`src/rtl/brcunit.sv`:
```
// Branch resolution unit: evaluates branch/jump conditions, latches the target and issues a
// registered redirect once the delay slot is fetched. Build macro BRC_LIKELY_EN enables BEQL/BNEL.
module brcunit #(
   parameter logic [31:0] RESET_PC = 32'hBFC0_0000
) (
   input  logic        clk,
   input  logic        rst_n,
   input  logic        br_valid,
   input  logic [3:0]  br_op,
   input  logic [31:0] source_a,
   input  logic [31:0] source_b,
   input  logic [31:0] pc_id,
   input  logic [15:0] imm16,
   input  logic [25:0] index26,
   input  logic        ds_fetched,
   input  logic        flush,
   output logic        redirect,
   output logic [31:0] redirect_pc,
   output logic        link_en,
   output logic [31:0] link_addr,
   output logic        stall_req,
   output logic        addr_err,
   output logic [31:0] bad_addr,
   output logic        nullify_ds
);

   localparam int unsigned XLEN = 32;

   localparam logic [3:0] OP_BEQ    = 4'd0;
   localparam logic [3:0] OP_BNE    = 4'd1;
   localparam logic [3:0] OP_BLEZ   = 4'd2;
   localparam logic [3:0] OP_BGTZ   = 4'd3;
   localparam logic [3:0] OP_BLTZ   = 4'd4;
   localparam logic [3:0] OP_BGEZ   = 4'd5;
   localparam logic [3:0] OP_BLTZAL = 4'd6;
   localparam logic [3:0] OP_BGEZAL = 4'd7;
   localparam logic [3:0] OP_J      = 4'd8;
   localparam logic [3:0] OP_JAL    = 4'd9;
   localparam logic [3:0] OP_JR     = 4'd10;
   localparam logic [3:0] OP_JALR   = 4'd11;
   localparam logic [3:0] OP_BEQL   = 4'd12;
   localparam logic [3:0] OP_BNEL   = 4'd13;

   typedef enum logic [1:0] {
      S_IDLE    = 2'd0,
      S_WAIT_DS = 2'd1,
      S_ISSUE   = 2'd2
   } state_e;

   state_e            state_q, state_d;
   logic [XLEN-1:0]   target_q, target_d;
   logic [XLEN-1:0]   redirect_pc_q, redirect_pc_d;
   logic [XLEN-1:0]   bad_addr_q, bad_addr_d;
   logic              redirect_q, redirect_d;
   logic              stall_q, stall_d;
   logic              addr_err_q, addr_err_d;
   logic              nullify_q, nullify_d;

   logic [XLEN-1:0]   pc_plus4_c;
   logic [XLEN-1:0]   br_tgt_c;
   logic [XLEN-1:0]   jmp_tgt_c;
   logic [XLEN-1:0]   tgt_c;
   logic              taken_c;
   logic              is_jreg_c;
   logic              likely_nt_c;
   logic              a_neg_c;
   logic              a_zero_c;
   logic              a_eq_b_c;

   assign pc_plus4_c = pc_id + XLEN'(4);
   assign br_tgt_c   = pc_plus4_c + {{14{imm16[15]}}, imm16, 2'b00};
   assign jmp_tgt_c  = {pc_plus4_c[31:28], index26, 2'b00};
   assign a_neg_c    = source_a[XLEN-1];
   assign a_zero_c   = (source_a == '0);
   assign a_eq_b_c   = (source_a == source_b);

   // Condition and target decode; reserved and disabled opcodes resolve as not taken.
   always_comb begin
      taken_c     = 1'b0;
      is_jreg_c   = 1'b0;
      tgt_c       = br_tgt_c;
      likely_nt_c = 1'b0;
      case (br_op)
         OP_BEQ:               taken_c = a_eq_b_c;
         OP_BNE:               taken_c = !a_eq_b_c;
         OP_BLEZ:              taken_c = a_neg_c || a_zero_c;
         OP_BGTZ:              taken_c = !a_neg_c && !a_zero_c;
         OP_BLTZ, OP_BLTZAL:   taken_c = a_neg_c;
         OP_BGEZ, OP_BGEZAL:   taken_c = !a_neg_c;
         OP_J, OP_JAL: begin
            taken_c = 1'b1;
            tgt_c   = jmp_tgt_c;
         end
         OP_JR, OP_JALR: begin
            taken_c   = 1'b1;
            is_jreg_c = 1'b1;
            tgt_c     = source_a;
         end
`ifdef BRC_LIKELY_EN
         OP_BEQL: begin
            taken_c     = a_eq_b_c;
            likely_nt_c = !a_eq_b_c;
         end
         OP_BNEL: begin
            taken_c     = !a_eq_b_c;
            likely_nt_c = a_eq_b_c;
         end
`endif
         default:              taken_c = 1'b0;
      endcase
   end

   assign link_en   = br_valid && ((br_op == OP_BLTZAL) || (br_op == OP_BGEZAL) ||
                                   (br_op == OP_JAL)    || (br_op == OP_JALR));
   assign link_addr = pc_id + XLEN'(8);

   // Next-state and registered-output logic; flush overrides every other event.
   always_comb begin
      state_d       = state_q;
      target_d      = target_q;
      redirect_pc_d = redirect_pc_q;
      bad_addr_d    = bad_addr_q;
      addr_err_d    = 1'b0;
      nullify_d     = 1'b0;
      if (flush) begin
         state_d = S_IDLE;
      end else begin
         case (state_q)
            S_IDLE: begin
               if (br_valid) begin
                  if (taken_c && (tgt_c[1:0] == 2'b00)) begin
                     target_d = tgt_c;
                     if (ds_fetched) begin
                        state_d       = S_ISSUE;
                        redirect_pc_d = tgt_c;
                     end else begin
                        state_d = S_WAIT_DS;
                     end
                  end else if (is_jreg_c && (tgt_c[1:0] != 2'b00)) begin
                     addr_err_d = 1'b1;
                     bad_addr_d = tgt_c;
                  end
                  nullify_d = likely_nt_c;
               end
            end
            S_WAIT_DS: begin
               if (ds_fetched) begin
                  state_d       = S_ISSUE;
                  redirect_pc_d = target_q;
               end
            end
            S_ISSUE:  state_d = S_IDLE;
            default:  state_d = S_IDLE;
         endcase
      end
      redirect_d = (state_d == S_ISSUE);
      stall_d    = (state_d == S_WAIT_DS);
   end

   always_ff @(posedge clk) begin
      if (!rst_n) begin
         state_q       <= S_IDLE;
         target_q      <= RESET_PC;
         redirect_pc_q <= RESET_PC;
         bad_addr_q    <= '0;
         redirect_q    <= 1'b0;
         stall_q       <= 1'b0;
         addr_err_q    <= 1'b0;
         nullify_q     <= 1'b0;
      end else begin
         state_q       <= state_d;
         target_q      <= target_d;
         redirect_pc_q <= redirect_pc_d;
         bad_addr_q    <= bad_addr_d;
         redirect_q    <= redirect_d;
         stall_q       <= stall_d;
         addr_err_q    <= addr_err_d;
         nullify_q     <= nullify_d;
      end
   end

   assign redirect    = redirect_q;
   assign redirect_pc = redirect_pc_q;
   assign stall_req   = stall_q;
   assign addr_err    = addr_err_q;
   assign bad_addr    = bad_addr_q;
   assign nullify_ds  = nullify_q;

endmodule

```
`config.mk`:
```
export PLATFORM = sky130hd
export DESIGN_NAME = brcunit
export DESIGN_NICKNAME = d
export VERILOG_FILES = /design/src/rtl/brcunit.sv
export SDC_FILE = /design/constraint.sdc
export NUM_CORES = 1
export LEC_CHECK = 0
export CAP_MARGIN = 30
export CELL_PAD_IN_SITES_DETAIL_PLACEMENT = 1
export CELL_PAD_IN_SITES_GLOBAL_PLACEMENT = 1
export CORE_UTILIZATION = 30
export CTS_CLUSTER_DIAMETER = 150
export DETAILED_ROUTE_END_ITERATION = 16
export GPL_TIMING_DRIVEN = 0
export PLACE_DENSITY = 0.81
export SLEW_MARGIN = 0
export SYNTH_ARGS = -nofsm -noshare
export SYNTH_HDL_FRONTEND = slang
export SYNTH_SLANG_ARGS = --single-unit
```
`constraint.sdc`:
```
create_clock -name clk -period 4.29 [get_ports clk]
set_input_delay 0.858 -clock clk [delete_from_list [all_inputs] [get_ports clk]]
set_output_delay 0.858 -clock clk [all_outputs]
set_load 0.1 [all_outputs]
```
==> results of run 1 <==
==> cells in the final DEF (no fill, tap or decap), types with 8 or more instances in the layout <==
master	instances
nand4_1	25
mux2i_1	35
clkbuf_16	9
nor3_1	15
clkbuf_2	8
o211ai_1	12
dfxtp_1	101
nor2b_1	10
and3_1	10
inv_1	11
a21o_1	16
dlygate4sd2_1	14
o211a_1	8
xor2_1	27
buf_4	24
o21ai_0	52
clkdlybuf4s50_1	202
a211oi_1	26
nor4_1	13
a21oi_1	62
nand2_1	115
nor2_1	105
clkbuf_1	38
nand2b_1	11
xnor2_1	71
ha_1	21
nand3_1	25
a31oi_1	9
buf_2	11
==> flip-flops by register name (all words and copies together), names as in the netlist <==
name	count
bad_addr	32
stall_req	1
state_q	2
redirect_pc	32
redirect	1
addr_err	1
target_q	32
==> report_power, final <==
part	internal (mW)	switching, mW	total [mW]
clock	0.508	0.368	0.876
sequential	0.960	0.0138	0.974
combinational	0.415	0.739	1.15
total	1.88	1.12	3.00
==> final timing paths <==
kind | start | to
setup reg to reg | state_q[1] | bad_addr[26]
hold / removal | bad_addr[15] | bad_addr[15]
hold reg to reg | bad_addr[15] | bad_addr[15]
setup / recovery | pc_id[26] | link_addr[29]
==> cells by family (layout without fill, tap and decap cells) <==
| group | after synthesis | in the layout | share of synthesized area |
|---|---|---|---|
| mux | 37 | 37 | 0.0493 |
| other cells | 1 | 4 | 0.000496 |
| buf+inv | 85 | 343 | 0.0506 |
| compound gates | 253 | 253 | 0.216 |
| simple gates | 378 | 378 | 0.241 |
| flops | 101 | 101 | 0.267 |
| fa+ha+maj | 32 | 32 | 0.0539 |
| xor+xnor | 103 | 103 | 0.121 |
==> worst max-delay path, stage by stage <==
cell	delay (ps)
clkdlybuf4s50_1	590
nand4_1	200
or3_4	430
nor2_1	240
xor2_1	200
clkdlybuf4s15_1	850
==> layer usage <==
layer  GRT usage  share of wire
met1       0.332           0.44
met2       0.436           0.47
met3      0.0382          0.062
met4      0.0875          0.027
met5           0        0.00039
==> final cells by class <==
| cell class | count | area [um2] |
|---|---|---|
| clock buffer | 9 | 225 |
| fill | 3025 | 13600 |
| buffer | 64 | 309 |
| multi-input combinational | 804 | 5440 |
| clock inverter | 7 | 90.1 |
| timing repair buffer | 251 | 2440 |
| tap | 324 | 405 |
| sequential | 101 | 2020 |
| antenna | 3 | 7.51 |
| inverter | 12 | 45.0 |
==> what timing repair did <==
item                                    4_1_cts  5_1_grt
buffers inserted                              9        7
hold buffers                                  0        0
gates resized for setup                      87       45
pin swaps                                    14       15
cloned                                        0        0
endpoints found under the setup margin       79       48
==> results.sh, run 1 <==
export IMPL_ir_drop_uv=187
export IMPL_crit_fanout=4
export IMPL_hp_class="flop to flop"
export IMPL_synthToLayoutAreaGrowth_pct=45.1
export IMPL_fin_nets=1422
export IMPL_fp_row_count=57
export IMPL_tns_ps=0
export IMPL_die_y_um=161
export IMPL_syn_inst=990
export IMPL_antenna_found_initial=4
export IMPL_ant_nets=0
export IMPL_drive_gt1_frac=0.104
export IMPL_holdWs_ps=457
export IMPL_ys_ff_latch=101
export IMPL_setup_violations_final=0
export IMPL_ys_seq_area_frac=0.267
export IMPL_reg2reg_depth=8
export IMPL_final_cell_area_um2=11000
export IMPL_cap_violations=0
export IMPL_end_kind="output pin"
export IMPL_htree_num_levels=3
export IMPL_routed_wl_um=33700
export IMPL_status="finished clean"
export IMPL_yosysWarnings=0
export IMPL_die_area_um2=25900
export IMPL_ys_async_sr_fraction=0
export IMPL_skew_ps=8.88
export IMPL_required_ps=3430
export IMPL_powerDensity_nw_per_um2=273
export IMPL_dr_first_iter_drc_count=592
export IMPL_grt_overflow=0
export IMPL_dpl_cell_area_um2=10300
export IMPL_fin_crit_sh=0.986
export IMPL_reg2reg_setup_slack_ps=1870
export IMPL_syn_area_per_cell_um2=7.64
export IMPL_synth_area_top_cells="dfxtp_1 (27%), xnor2_1 (8.6%), nand2_1 (5.8%), nor2_1 (5.4%), ha_1 (5.1%)"
export IMPL_worstSetupPathType="input port to output pin"
export IMPL_core_area_um2=24500
export IMPL_synth_cell_types=67
export IMPL_period_minus_slack_ps=4230
export IMPL_grt_first_pass_wirelength_um=51400
export IMPL_cts_tree="yes"
export IMPL_wire_per_inst_um=21.4
export IMPL_start_util=0.308
export IMPL_maxSlewViolCount=0
export IMPL_synth_most_common_cell="nand2_1"
export IMPL_synth_common_cells="nand2_1 (116), nor2_1 (108), dfxtp_1 (101)"
export IMPL_netlist_area_leader_share=0.267
export IMPL_pre_cts_ws_ps=-1500
export IMPL_fin_cells=1575
export IMPL_dp_cells=1549
export IMPL_worst_slack_ps=61.3
export IMPL_die_width_um=161
export IMPL_maxSlewHeadroom=0.313
export IMPL_clock_path_buffers=2
export IMPL_grt_pass1_vias=8757
export IMPL_synth_edff_count=0
export IMPL_worstMarginPinSlew_ps=1030
export IMPL_syn_nets=1169
export IMPL_hpwl_um=27500
export IMPL_clock_latency_ps=360
export IMPL_finalPower_mw=3.00
export IMPL_cts_buffers=9
export IMPL_yosysTopAreaCell="dfxtp_1"
export IMPL_ioPinCount=248
export IMPL_syn_cell_area_um2=7570
export IMPL_clock_sinks=101
export IMPL_p_leak_nw=4.15
export IMPL_cts_root_buffer="clkbuf_16"
export IMPL_critPathLaunchType="input port"
export IMPL_drc=0
export IMPL_final_hold_viol_count=0
export IMPL_holdPathStages=2
export IMPL_grt_start_max_net_pins=20
export IMPL_arrival_ps=3370
export IMPL_place_congestion=0.904
export IMPL_synth_ff_type="dfxtp_1"
export IMPL_place_port_buffers=235
export IMPL_fmaxAchievable_mhz=236
export IMPL_grt_usage=0.257
export IMPL_vias=8642
export IMPL_fin_util=0.448
export IMPL_firstDrtPassIters=5
export IMPL_cts_reportedPaths_clkPinSlew_ps=60
export IMPL_viasPerCell=5.49
Power figures use the tool's default switching activity.
==> run 2: changes to the inputs <==
--- a/config.mk
+++ b/config.mk
@@ -9,7 +9,7 @@
 export CELL_PAD_IN_SITES_DETAIL_PLACEMENT = 1
 export CELL_PAD_IN_SITES_GLOBAL_PLACEMENT = 1
 export CORE_UTILIZATION = 30
-export CTS_CLUSTER_DIAMETER = 150
+export CTS_CLUSTER_DIAMETER = 80
 export DETAILED_ROUTE_END_ITERATION = 16
 export GPL_TIMING_DRIVEN = 0
 export PLACE_DENSITY = 0.81
==> results of run 2 <==
The final DEF is identical to that of run 1; final timing and power are the same.
